### src/rtl/seg7_pkg.sv
// Shared types and constants for the seven-segment scan driver.
// Segment vectors are gfedcba, active-low.
package seg7_pkg;

    typedef logic [6:0] seg_t;

    localparam seg_t SEG_BLANK = 7'h7F;
    localparam seg_t SEG_DASH  = 7'b0111111;

    // Index n holds the pattern for hex digit n.
    localparam logic [15:0][6:0] HEX_SEG = {
        7'h0E, 7'h06, 7'h21, 7'h46, 7'h03, 7'h08, 7'h10, 7'h00,
        7'h78, 7'h02, 7'h12, 7'h19, 7'h30, 7'h24, 7'h79, 7'h40
    };

    // Index of the most significant non-zero nibble among the low n nibbles; 0 when all are zero.
    function automatic logic [2:0] hi_nibble(input logic [31:0] v, input int n);
        logic [2:0] h;
        h = 3'd0;
        for (int i = 0; i < 8; i++) begin
            if (i < n && v[4*i +: 4] != 4'h0) begin
                h = 3'(i);
            end else begin
                h = h;
            end
        end
        return h;
    endfunction

endpackage

### src/rtl/seg7_hex_decode.sv
// Combinational nibble to active-low seven-segment pattern.
module seg7_hex_decode
    import seg7_pkg::*;
(
    input  logic [3:0] i_nib,
    output seg_t       o_seg
);

    assign o_seg = HEX_SEG[i_nib];

endmodule

### src/rtl/seg7_scan_driver.sv
// Time-multiplexed DIGITS-wide seven-segment driver with frame-coherent display data.
// Optional brightness PWM: define SEG7_BRIGHTNESS_EN to add the i_bright input.
module seg7_scan_driver
    import seg7_pkg::*;
#(
    parameter int DIGITS   = 8,
    parameter int TICK_DIV = 100000
) (
    input  logic                  clk,
    input  logic                  clr,
    input  logic                  i_load,
    input  logic [4*DIGITS-1:0]   i_value,
    input  logic [DIGITS-1:0]     i_dp_mask,
    input  logic                  i_ovf,
    input  logic                  i_blank_lz,
`ifdef SEG7_BRIGHTNESS_EN
    input  logic [3:0]            i_bright,
`endif
    output logic [6:0]            o_seg_n,
    output logic                  o_dp_n,
    output logic [DIGITS-1:0]     o_an_n,
    output logic                  o_frame
);

    localparam int DW = (TICK_DIV > 1) ? $clog2(TICK_DIV) : 1;
    localparam int IW = $clog2(DIGITS);

    logic [DW-1:0]         r_div;
    logic                  r_tick;
    logic                  r_run;
    logic [IW-1:0]         r_idx;
    logic [4*DIGITS-1:0]   r_pend_value;
    logic [DIGITS-1:0]     r_pend_dp;
    logic                  r_pend_ovf;
    logic                  r_pend_valid;
    logic [4*DIGITS-1:0]   r_disp_value;
    logic [DIGITS-1:0]     r_disp_dp;
    logic                  r_disp_ovf;
    logic                  r_disp_blz;

    logic                  w_boundary;
    logic [3:0]            w_nib;
    seg_t                  w_hex;
    logic [2:0]            w_hi;
    seg_t                  w_seg;
    logic                  w_dp;
    logic                  w_pwm_on;
    logic                  w_dark;

`ifdef SEG7_BRIGHTNESS_EN
    logic [3:0]            r_pwm;
    logic [3:0]            r_disp_bright;

    // Free-running PWM phase counter.
    always_ff @(posedge clk or posedge clr) begin
        if (clr) begin
            r_pwm <= 4'd0;
        end else begin
            r_pwm <= r_pwm + 4'd1;
        end
    end
`endif

    // The first tick after reset only starts the scan on digit 0 and counts as a frame boundary.
    assign w_boundary = r_tick && (!r_run || r_idx == IW'(DIGITS - 1));

    // Slot divider; the terminal count is registered so the tick lands TICK_DIV cycles after reset.
    always_ff @(posedge clk or posedge clr) begin
        if (clr) begin
            r_div  <= '0;
            r_tick <= 1'b0;
        end else begin
            r_tick <= (r_div == DW'(TICK_DIV - 1));
            r_div  <= (r_div == DW'(TICK_DIV - 1)) ? '0 : r_div + DW'(1);
        end
    end

    // Digit index and scan-running flag.
    always_ff @(posedge clk or posedge clr) begin
        if (clr) begin
            r_run <= 1'b0;
            r_idx <= '0;
        end else if (r_tick && !r_run) begin
            r_run <= 1'b1;
        end else if (r_tick) begin
            r_idx <= (r_idx == IW'(DIGITS - 1)) ? '0 : r_idx + IW'(1);
        end
    end

    // Pending capture and frame-boundary copy into the display register.
    always_ff @(posedge clk or posedge clr) begin
        if (clr) begin
            r_pend_value <= '0;
            r_pend_dp    <= '0;
            r_pend_ovf   <= 1'b0;
            r_pend_valid <= 1'b0;
            r_disp_value <= '0;
            r_disp_dp    <= '0;
            r_disp_ovf   <= 1'b0;
            r_disp_blz   <= 1'b0;
            o_frame      <= 1'b0;
`ifdef SEG7_BRIGHTNESS_EN
            r_disp_bright <= 4'd0;
`endif
        end else begin
            o_frame <= w_boundary && r_pend_valid;
            if (w_boundary && r_pend_valid) begin
                r_disp_value <= r_pend_value;
                r_disp_dp    <= r_pend_dp;
                r_disp_ovf   <= r_pend_ovf;
                r_disp_blz   <= i_blank_lz;
`ifdef SEG7_BRIGHTNESS_EN
                r_disp_bright <= i_bright;
`endif
            end
            // A load on the boundary cycle keeps valid set and waits for the next frame.
            if (i_load) begin
                r_pend_value <= i_value;
                r_pend_dp    <= i_dp_mask;
                r_pend_ovf   <= i_ovf;
                r_pend_valid <= 1'b1;
            end else if (w_boundary) begin
                r_pend_valid <= 1'b0;
            end
        end
    end

    assign w_nib = r_disp_value[4*int'(r_idx) +: 4];

    seg7_hex_decode u_dec (
        .i_nib (w_nib),
        .o_seg (w_hex)
    );

    // Segment source selection for the current digit.
    always_comb begin
        w_hi = hi_nibble(32'(r_disp_value), DIGITS);
        w_dp = r_disp_dp[r_idx];
        if (r_disp_ovf) begin
            w_seg = SEG_DASH;
            w_dp  = 1'b0;
        end else if (r_disp_blz && int'(r_idx) > int'(w_hi)) begin
            w_seg = SEG_BLANK;
        end else begin
            w_seg = w_hex;
        end
`ifdef SEG7_BRIGHTNESS_EN
        w_pwm_on = (r_pwm <= r_disp_bright);
`else
        w_pwm_on = 1'b1;
`endif
        w_dark = r_tick || !r_run;
    end

    // Registered pin drivers; the tick cycle produces the anode dead-time.
    always_ff @(posedge clk or posedge clr) begin
        if (clr) begin
            o_seg_n <= SEG_BLANK;
            o_dp_n  <= 1'b1;
            o_an_n  <= '1;
        end else if (w_dark) begin
            o_seg_n <= SEG_BLANK;
            o_dp_n  <= 1'b1;
            o_an_n  <= '1;
        end else begin
            o_seg_n <= w_seg;
            o_dp_n  <= ~w_dp;
            o_an_n  <= w_pwm_on ? ~(DIGITS'(1) << r_idx) : '1;
        end
    end

endmodule

### config.mk
export PLATFORM = sky130hd
export DESIGN_NAME = seg7_scan_driver
export DESIGN_NICKNAME = d
export VERILOG_FILES = /design/src/rtl/seg7_pkg.sv /design/src/rtl/seg7_hex_decode.sv /design/src/rtl/seg7_scan_driver.sv
export SDC_FILE = /design/constraint.sdc
export NUM_CORES = 1
export LEC_CHECK = 0
export ABC_AREA = 1
export CAP_MARGIN = 30
export CORE_UTILIZATION = 60
export DETAILED_ROUTE_END_ITERATION = 12
export PLACE_DENSITY = 0.84
export SYNTH_ARGS = -nofsm -noshare
export SYNTH_HDL_FRONTEND = slang
export SYNTH_SLANG_ARGS = --single-unit
### constraint.sdc
create_clock -name clk -period 10.88 [get_ports clk]
set_input_delay 2.176 -clock clk [delete_from_list [all_inputs] [get_ports clk]]
set_output_delay 2.176 -clock clk [all_outputs]
set_load 0.02 [all_outputs]
==> summary.md, run 1 <==
| Metric | Value |
|---|---|
| Post-synth top area share | 47.1% |
| Seq pwr share | 47.2% |
| Drt wl/cell | 15.4 um |
| Synth area leader | dfrtp_1 |
| Initial Util | 61.9% |
| Largest family of logic cells by synthesized area | simple AND/OR/NAND/NOR gates |
| Psw | 223 uW |
| Final Cycle Share | 35.9% |
| Prevailing post-synth register cell | dfrtp_1 |
| Layout area overhead | 21.0% |
| PwrDens | 148 mW/mm2 |
| Asr flop ratio synth | 100% |
| Placer Congestion | 0.927 |
| Hold_buf cts | 0 |
| Post_cts resized | 0 |
| Crit-path cells | clkdlybuf4s50_1, buf_4, clkinv_1, nand2_1, nand2_1 |
| Clk pwr share | 48.3% |
| Final worst path period need | 3.91 ns |
| Slew @ Worst Pin | 1.03 ns |
| Detail Route Antenna Nets | 0 |
| Vias in the first global route | 4,744 |
| Post-CTS setup buffers | 0 |
| Syn_nets | 730 |
| Slowest cell delay on critical path | 0.91 ns |
| Fin cells | 851 |
| Final wirelength | 13,100 um |
| Netlist cell types | 39 |
| Via count | 4,762 |
| Grt ovf | 0 |
| ANT cells | 0 |
| First-pass GRT wire length | 21,700 um |
| Unrepaired setup endpoints after global routing | false |
| VDD IR-drop max | 0.0911 mV |
| Mux share of post-synthesis cell area | 0% |
| Critical Path AT | 4.29 ns |
| Switching share of power | 21.9% |
| Buffer and inverter count on the worst path | 3 |
| DRC viols | 0 |
| Post-Synth XOR/XNOR Area | 1.23% |
| Syn Area/Cell | 8.50 um2 |
| Synth area leaders | dfrtp_1 (47%), nand2_1 (16%), dfstp_2 (7.4%) |
| Inserted Clock Buffers | 17 |
| Fmax | 256 MHz |
| Seq/Total Area, Yosys | 54.5% |
| Largest net degree at the start of global routing | 76 |
| Part of the power in combinational logic | 4.5% |
| Crit end category | flip-flop |
| Drt via density | 5.60 |
| Longest Clk Path Bufs | 2 |
| Placed cell areas | 0.00637 mm2 |
| Router iterations before antenna repair | 9 |
| CP startpoint kind | primary input |
| Slew HR | 31.4% |
| Max-Cap Viols | 0 |
| Crit path max-delay family | buffers and inverters |
| Post-Synth Adder-Cell Area | 3.52% |
| Commonest non-fill, non-tap cell in the layout | nand2_1 |
| Die W | 99.4 um |
| Status | complete, no violations |
| Clock sink count | 123 |
| Post-Synthesis Cells | 669 |
| LEAKAGE | 0.00338 uW |
| Seq cells post-synth | 123 |
| Most common cell on crit path | nand2_1 |
| Die Y | 99.4 um |
| Crit-path max FO | 48 |
| Root buf cell | clkbuf_8 |
| H-tree levels | 4 |
| Syn Std Cell Area | 0.00569 mm2 |
| Later-pin clock latency in the skew report | 0.51 ns |
| Hold Crit Class | reg -> reg |
| Compound-gate portion of the synthesized area | 7.59% |
| Core Rows | 35 |
| Most frequent cells in the layout | nand2_1 (246), dfrtp_1 (107), inv_1 (71) |
| Skew final | 0.00819 ns |
| Clock transition at the registers of the reported paths | 0.06 ns |
| CTS tree | yes |
| Slowest-stage cell, CP | clkinv_1 |
| WP data required | 11.26 ns |
| Synth warnings | 0 |
| Cell area after layout | 0.00688 mm2 |
| Kind of critical path | in -> reg |
| Drt first-iter violations | 372 |
| Post-Synth Simple-Gate Area | 25.7% |
| Layout Nets | 792 |
| DP HPWL | 8350 um |
| Gr usage total | 28.4% |
| Max-slew violations | 0 |
| Number of port buffers | 61 |
| # setup viols final | 0 |
| Post-synth EDFFs | 0 |
| Layout cells sized above 1 | 8.92% |
| P_int | 794 uW |
| Core area | 0.00920 mm2 |
| Final setup TNS | 0 ns |
| Placed cells | 823 |
| Full die area | 0.00987 mm2 |
| Initial antenna violation count | 0 |
| I/O pins | 62 |
| Final hold vios | 0 |
## through the flow
step | total power (uW) | setup WS, ns | hold WS [ns] | utilization, %
final | 1020 | 6.97 | 0.471 | 74.8
after global routing | 1050 | 6.76 | 0.490 | 74.8
after CTS | 1020 | 6.98 | 0.472 | 74.8
after detailed placement | 533 | 6.47 | 0.457 | 69.3
after global placement | 529 | 6.57 | 0.452 | 69.0
after floorplan | 506 | 5.46 | 0.437 | -
## registers in the layout (all words and copies together), names as in the netlist
name	count
r_disp_value	32
r_pend_value	32
r_div	17
o_an_n	8
r_disp_dp	8
r_pend_dp	8
o_seg_n	7
r_idx	3
o_dp_n	1
o_frame	1
r_disp_blz	1
r_disp_ovf	1
r_pend_ovf	1
r_pend_valid	1
r_run	1
r_tick	1
## area by class of cell
| cell class | count | area [um2] |
|---|---|---|
| inverters | 78 | 303 |
| multi-input cells | 446 | 2170 |
| repair buffers | 65 | 661 |
| clock buffers | 19 | 432 |
| fillers | 629 | 2320 |
| flip-flops and latches | 123 | 3100 |
| clock inverters | 9 | 77.6 |
| well taps | 111 | 139 |
## power by group through the flow
stage / Sequential [uW] / Clock (uW) / Combinational, uW
2_1_floorplan: 484 / 0 / 22.1
3_3_place_gp: 486 / 0 / 42.5
3_5_place_dp: 487 / 0 / 46.1
4_1_cts: 479 / 492 / 46.3
5_1_grt: 481 / 514 / 51.7
6_report: 480 / 491 / 45.4
## per-layer routing
metal / vias up / track usage, % / share of wire (%) / wire (um)
li1: 2245 / - / - / -
met1: 2253 / 35.5 / 42 / 5460
met2: 218 / 46.6 / 48 / 6300
met3: 46 / 6.68 / 7.0 / 913
met4: 0 / 14.6 / 3.4 / 444
met5: - / 0 / 0 / 0
## worst reg2reg max path: stages (launching register included)
cell,delay [ns]
dfrtp_1,1.02
ha_1,0.31
ha_1,0.23
o21ai_1,0.16
nor2_4,0.10
buf_4,0.50
inv_1,0.40
nand2_1,0.14
o21ai_0,0.09
## path summary, 6_finish.rpt
path	cells after the start	slack, ns	startpoint	to
max	5	6.97	i_load	r_pend_dp[0]
min	2	0.47	r_pend_value[2]	r_pend_value[2]
max reg2reg	8	7.79	r_idx[0]	r_disp_value[28]
min reg2reg	2	0.47	r_pend_value[2]	r_pend_value[2]
max in group asynchronous	4	7.80	clr	o_an_n[6]
min in group asynchronous	2	2.02	clr	r_pend_value[7]
## Yosys cell counts (4+ instances only)
cell,instances
a21oi_1,9
buf_6,4
clkbuf_1,11
dfrtp_1,107
dfstp_2,16
ha_1,16
inv_1,72
nand2_1,246
nand3_1,44
nand4_1,6
nor2_1,18
nor4_1,12
o21ai_0,55
o21ai_1,7
xor2_1,8
## cell families (layout without fill, tap and decap cells)
| kind of cell | Yosys count | after routing |
|---|---|---|
| AOI/OAI and AO/OA | 79 | 79 |
| and+or+nand+nor | 343 | 343 |
| DFF | 123 | 123 |
| xor gates and xnor gates | 8 | 8 |
| buffers and inverters | 100 | 171 |
| adders and majority gates | 16 | 16 |
Power figures use the tool's default switching activity.
==> run 2: changes to the inputs <==
--- a/config.mk
+++ b/config.mk
@@ -7,9 +7,9 @@
 export LEC_CHECK = 0
 export ABC_AREA = 1
 export CAP_MARGIN = 30
-export CORE_UTILIZATION = 60
+export CORE_UTILIZATION = 51
 export DETAILED_ROUTE_END_ITERATION = 12
-export PLACE_DENSITY = 0.84
+export PLACE_DENSITY = 0.76
 export SYNTH_ARGS = -nofsm -noshare
 export SYNTH_HDL_FRONTEND = slang
 export SYNTH_SLANG_ARGS = --single-unit
==> constraint.sdc (replaced) <==
create_clock -name clk -period 3.5 [get_ports clk]
set_input_delay 0.7 -clock clk [delete_from_list [all_inputs] [get_ports clk]]
set_output_delay 0.7 -clock clk [all_outputs]
set_load 0.02 [all_outputs]
==> summary.md, run 2 (synthesis gave the netlist of run 1 again) <==
| Metric | Value |
|---|---|
| Status | complete, no violations |
| Crit end category | flip-flop |
| Later-pin clock latency in the skew report | 0.52 ns |
| DP HPWL | 8350 um |
| CP startpoint kind | flip-flop |
| Clock transition at the registers of the reported paths | 0.06 ns |
| Final worst path period need | 2.46 ns |
| Die Y | 108 um |
| Fin cells | 887 |
| Clock sink count | 123 |
| Biggest registers after layout | r_disp_value: 32 flops, r_pend_value: 32 flops, r_div: 17 flops |
| WP data required | 3.92 ns |
| Longest Clk Path Bufs | 2 |
| Hold Crit Class | reg -> reg |
| Drt wl/cell | 13.7 um |
| Worst R2R Setup Slack | 1.04 ns |
| Worst R2R End | r_disp_value[21] |
| Detail Route Antenna Nets | 0 |
| Drt via density | 5.17 |
| Grt ovf | 0 |
| Final Cycle Share | 70.2% |
| First-pass GRT wire length | 20,800 um |
| Most common cell on crit path | ha_1 |
| Layout Nets | 795 |
| Fmax | 407 MHz |
| Placer Congestion | 0.908 |
| Full die area | 0.0116 mm2 |
| Die W | 108 um |
| Slew HR | 55.7% |
| Via count | 4,583 |
| Unrepaired setup endpoints after global routing | false |
| Vias in the first global route | 4,539 |
| Commonest non-fill, non-tap cell in the layout | nand2_1 |
| Largest net degree at the start of global routing | 77 |
| Total power | 3280 uW |
| Most frequent cells in the layout | nand2_1 (246), dfrtp_1 (107), inv_1 (71) |
| # setup viols final | 0 |
| Final setup TNS | 0 ns |
| Placed cells | 854 |
| Skew final | 0.00783 ns |
| Number of port buffers | 61 |
| Kind of critical path | reg -> reg |
| Hold_buf cts | 0 |
| CTS tree | yes |
| Initial antenna violation count | 0 |
| Critical Path AT | 2.88 ns |
| R2R depth | 7 |
| Max-Cap Viols | 0 |
| Worst Setup EP | r_disp_value[21] |
| Reg-to-reg startpoint | r_idx[1] |
| Slew @ Worst Pin | 0.665 ns |
| Post-CTS setup buffers | 0 |
| Gr usage total | 23.4% |
| Core Rows | 38 |
| Fill cell count | 907 |
| Worst setup path start | r_idx[1] |
| Core area | 0.0108 mm2 |
| Fin util | 64.5% |
| Final hold vios | 0 |
| Crit-path cells | ha_1, ha_1, o21ai_1, nor2_4, buf_4, nand2_1, o21ai_0 |
| I/O pins | 62 |
| Slowest cell delay on critical path | 0.77 ns |
| Router iterations before antenna repair | 5 |
| H-tree levels | 4 |
| Min Hold Slack | 0.468 ns |
| Crit-path max FO | 69 |
| Final wirelength | 12,200 um |
| Slowest-stage cell, CP | dfrtp_1 |
| Root buf cell | clkbuf_8 |
| Initial Util | 52.5% |
| Inserted Clock Buffers | 17 |
| Hold Crit Start | r_disp_dp[4] |
| Layout area overhead | 23.0% |
| DRC viols | 0 |
| PwrDens | 469 mW/mm2 |
| LEAKAGE | 0.00342 uW |
| Layout cells sized above 1 | 9.91% |
| Post_cts resized | 0 |
| ANT cells | 0 |
| VDD IR-drop max | 0.253 mV |
| Max-slew violations | 0 |
| Drt first-iter violations | 245 |
## run 2: metal layers
layer  GRT usage, %  part of all wire [%]
met5              0                     0
met4           8.61                   1.7
met3           4.96                   5.5
met2           37.4                    48
met1           31.3                    45
## run 2: worst min path at each step
stage | endpoint | slack (ns) | depth (start not counted)
2_1_floorplan | r_disp_dp[0] | 0.44 | 2
3_3_place_gp | r_disp_dp[4] | 0.45 | 2
3_5_place_dp | r_disp_dp[4] | 0.46 | 2
4_1_cts | r_disp_dp[4] | 0.47 | 2
5_1_grt | r_pend_value[18] | 0.50 | 2
6_report | r_disp_dp[4] | 0.47 | 2
## run 2: worst max-delay path, delay by kind of cell (launching register included)
family                   cells  cell delay, ns
flip-flops                   1            0.77
adder cells (fa/ha/maj)      2            0.51
buffers and inverters        1            0.48
AO/OA/AOI/OAI                2            0.28
AND/OR/NAND/NOR              2            0.27
## run 2: stage by stage
| stage | instance area [um2] | setup WS, ns |
|---|---|---|
| finish | 7000 | 1.04 |
| global route | 7000 | 0.824 |
| CTS | 6980 | 1.07 |
| detailed placement | 6420 | 1.02 |
| global placement | 6420 | 1.15 |
| floorplan | 5690 | 1.30 |
## run 2: where the power goes
group,total [uW],switching (uW),internal (uW),leakage [uW]
combinational,142,74.2,67.7,0.00158
sequential,1490,23.5,1470,0.00157
clock,1650,642,1010,0.000274
total,3280,739,2540,0.00342
## run 2: area by class of cell
type,count,area [um2],share of cell area (%)
sequential,123,3100,44.3
multi-input combinational,446,2170,31.0
timing repair buffer,68,683,9.76
clock buffer,17,414,5.92
inverter,78,304,4.35
tap,140,175,2.50
clock inverter,15,151,2.16
==> run 3: changes to the inputs <==
--- a/config.mk
+++ b/config.mk
@@ -7,9 +7,9 @@
 export LEC_CHECK = 0
 export ABC_AREA = 1
 export CAP_MARGIN = 30
-export CORE_UTILIZATION = 51
+export CORE_UTILIZATION = 56
 export DETAILED_ROUTE_END_ITERATION = 12
-export PLACE_DENSITY = 0.76
+export PLACE_DENSITY = 0.79
 export SYNTH_ARGS = -nofsm -noshare
 export SYNTH_HDL_FRONTEND = slang
 export SYNTH_SLANG_ARGS = --single-unit
==> constraint.sdc (replaced) <==
create_clock -name clk -period 2.4 [get_ports clk]
set_input_delay 0.48 -clock clk [delete_from_list [all_inputs] [get_ports clk]]
set_output_delay 0.48 -clock clk [all_outputs]
set_load 0.02 [all_outputs]
==> summary.md, run 3 (synthesis gave the netlist of run 1 again) <==
| Metric | Value |
|---|---|
| DRC viols | 0 |
| Most frequent cells in the layout | nand2_1 (246), dfrtp_1 (107), inv_1 (71) |
| PwrDens | 694 mW/mm2 |
| Final Cycle Share | 105% |
| Gr usage total | 27.1% |
| Status | finished with violations |
| Worst setup path start | r_disp_value[28] |
| I/O pins | 62 |
| Total power | 4990 uW |
| Critical Path AT | 2.96 ns |
| CTS tree | yes |
| VDD IR-drop max | 0.541 mV |
| Layout cells sized above 1 | 11.4% |
| Commonest non-fill, non-tap cell in the layout | nand2_1 |
| Drt first-iter violations | 357 |
| Clock transition at the registers of the reported paths | 0.06 ns |
| Longest Clk Path Bufs | 2 |
| Final hold vios | 0 |
| Biggest registers after layout | r_disp_value: 32 flops, r_pend_value: 32 flops, r_div: 17 flops |
| First-pass GRT wire length | 21,500 um |
| Failing checks | negative setup slack |
| Layout Nets | 803 |
| Later-pin clock latency in the skew report | 0.53 ns |
| Unrepaired setup endpoints after global routing | true |
| Clock sink count | 123 |
| Kind of critical path | reg -> reg |
| Largest net degree at the start of global routing | 124 |
| Die W | 103 um |
| Root buf cell | clkbuf_8 |
| Hold Crit Class | reg -> reg |
| Detail Route Antenna Nets | 0 |
| Crit-path max FO | 4 |
| Via count | 4,740 |
| Initial antenna violation count | 0 |
| Drt wl/cell | 14.6 um |
| Min Hold Slack | 0.469 ns |
| Final wirelength | 13,000 um |
| Placer Congestion | 0.853 |
| Fin cells | 888 |
| Inserted Clock Buffers | 17 |
| Skew final | 0.00516 ns |
| Slew @ Worst Pin | 0.630 ns |
| Number of port buffers | 61 |
| Crit end category | flip-flop |
| Drt via density | 5.34 |
| # setup viols final | 6 |
| Reg-to-reg startpoint | r_disp_value[28] |
| Hold_buf cts | 0 |
| Router iterations before antenna repair | 7 |
| ANT cells | 0 |
| Layout area overhead | 26.3% |
| Grt ovf | 0 |
| Placed cells | 853 |
| Max-slew violations | 0 |
| H-tree levels | 4 |
| LEAKAGE | 0.00353 uW |
| Post-route setup slack | -0.111 ns |
| Die Y | 103 um |
| Full die area | 0.0106 mm2 |
| Fmax | 398 MHz |
| WP data required | 2.85 ns |
| DP HPWL | 8250 um |
| Slew HR | 58.0% |
| Vias in the first global route | 4,680 |
| Core area | 0.00982 mm2 |
| Final worst path period need | 2.51 ns |
| Hold Crit Start | r_pend_dp[5] |
| Max-Cap Viols | 0 |
| CP startpoint kind | flip-flop |
| Initial Util | 57.9% |
| Core Rows | 36 |
run 3: changes by cell type in the layout (fill, tap and decap cells not counted), moves of 2 or more:
cell        before  now
buf_4            5   12
clkbuf_8         1    7
nor4_1          12    7
clkinv_4         4    0
nor4_4           1    5
clkinvlp_4       4    1
buf_12           1    3
clkbuf_1         0    2
run 3: repair_timing:
item	in CTS	in global routing
gates resized for setup	0	11
setup endpoints to repair	0	7
buffers inserted	0	3
run 3: cell type report:
type,instances,area (um2)
fill,748,2640
clock buffer,25,504
multi-input combinational,446,2240
tap,133,166
timing repair buffer,76,761
sequential,123,3100
inverter,78,304
clock inverter,7,110
run 3: path summary, 6_finish.rpt:
check	endpoint	slack, ns	cells after the start
max	o_seg_n[1]	-0.11	9
min	r_pend_dp[5]	0.47	2
max reg2reg	o_seg_n[1]	-0.11	9
min reg2reg	r_pend_dp[5]	0.47	2
max in group asynchronous	r_disp_dp[5]	1.44	3
min in group asynchronous	r_pend_value[13]	0.50	3
run 3: metrics by stage:
step / cell area [um2] / utilization, % / setup TNS (ns) / setup slack [ns]
after floorplan: 5690 / - / 0 / 0.422
after global placement: 6480 / 66.0 / 0 / 0.215
after detailed placement: 6480 / 66.0 / 0 / 0.120
after CTS: 7090 / 72.2 / 0 / 0.0835
after global routing: 7180 / 73.2 / -1.00 / -0.197
final: 7180 / 73.2 / -0.502 / -0.111
run 3: routing by layer:
| metal | track usage [%] | part of all wire (%) | vias to the layer above |
|---|---|---|---|
| li1 | - | - | 2272 |
| met1 | 35.1 | 43 | 2262 |
| met2 | 43.7 | 49 | 165 |
| met3 | 5.83 | 4.5 | 41 |
| met4 | 13.0 | 3.0 | 0 |
| met5 | 0 | 0 | - |
run 3: worst max-delay path, stage by stage, from the launching register on:
cell	delay, ns
dfrtp_1	0.40
nor4_1	0.49
nand2_1	0.20
nor2_1	0.15
ha_1	0.27
a21oi_1	0.19
a21oi_2	0.11
nor4_4	0.36
buf_4	0.18
nand3_1	0.08
run 3: report_power, final:
part           internal (uW)  switching, uW  leakage [uW]  total (uW)
Combinational           96.4            108       0.00166         204
Sequential              2140           33.6       0.00157        2170
Clock                   1740            871      0.000308        2610
Total                   3980           1010       0.00353        4990
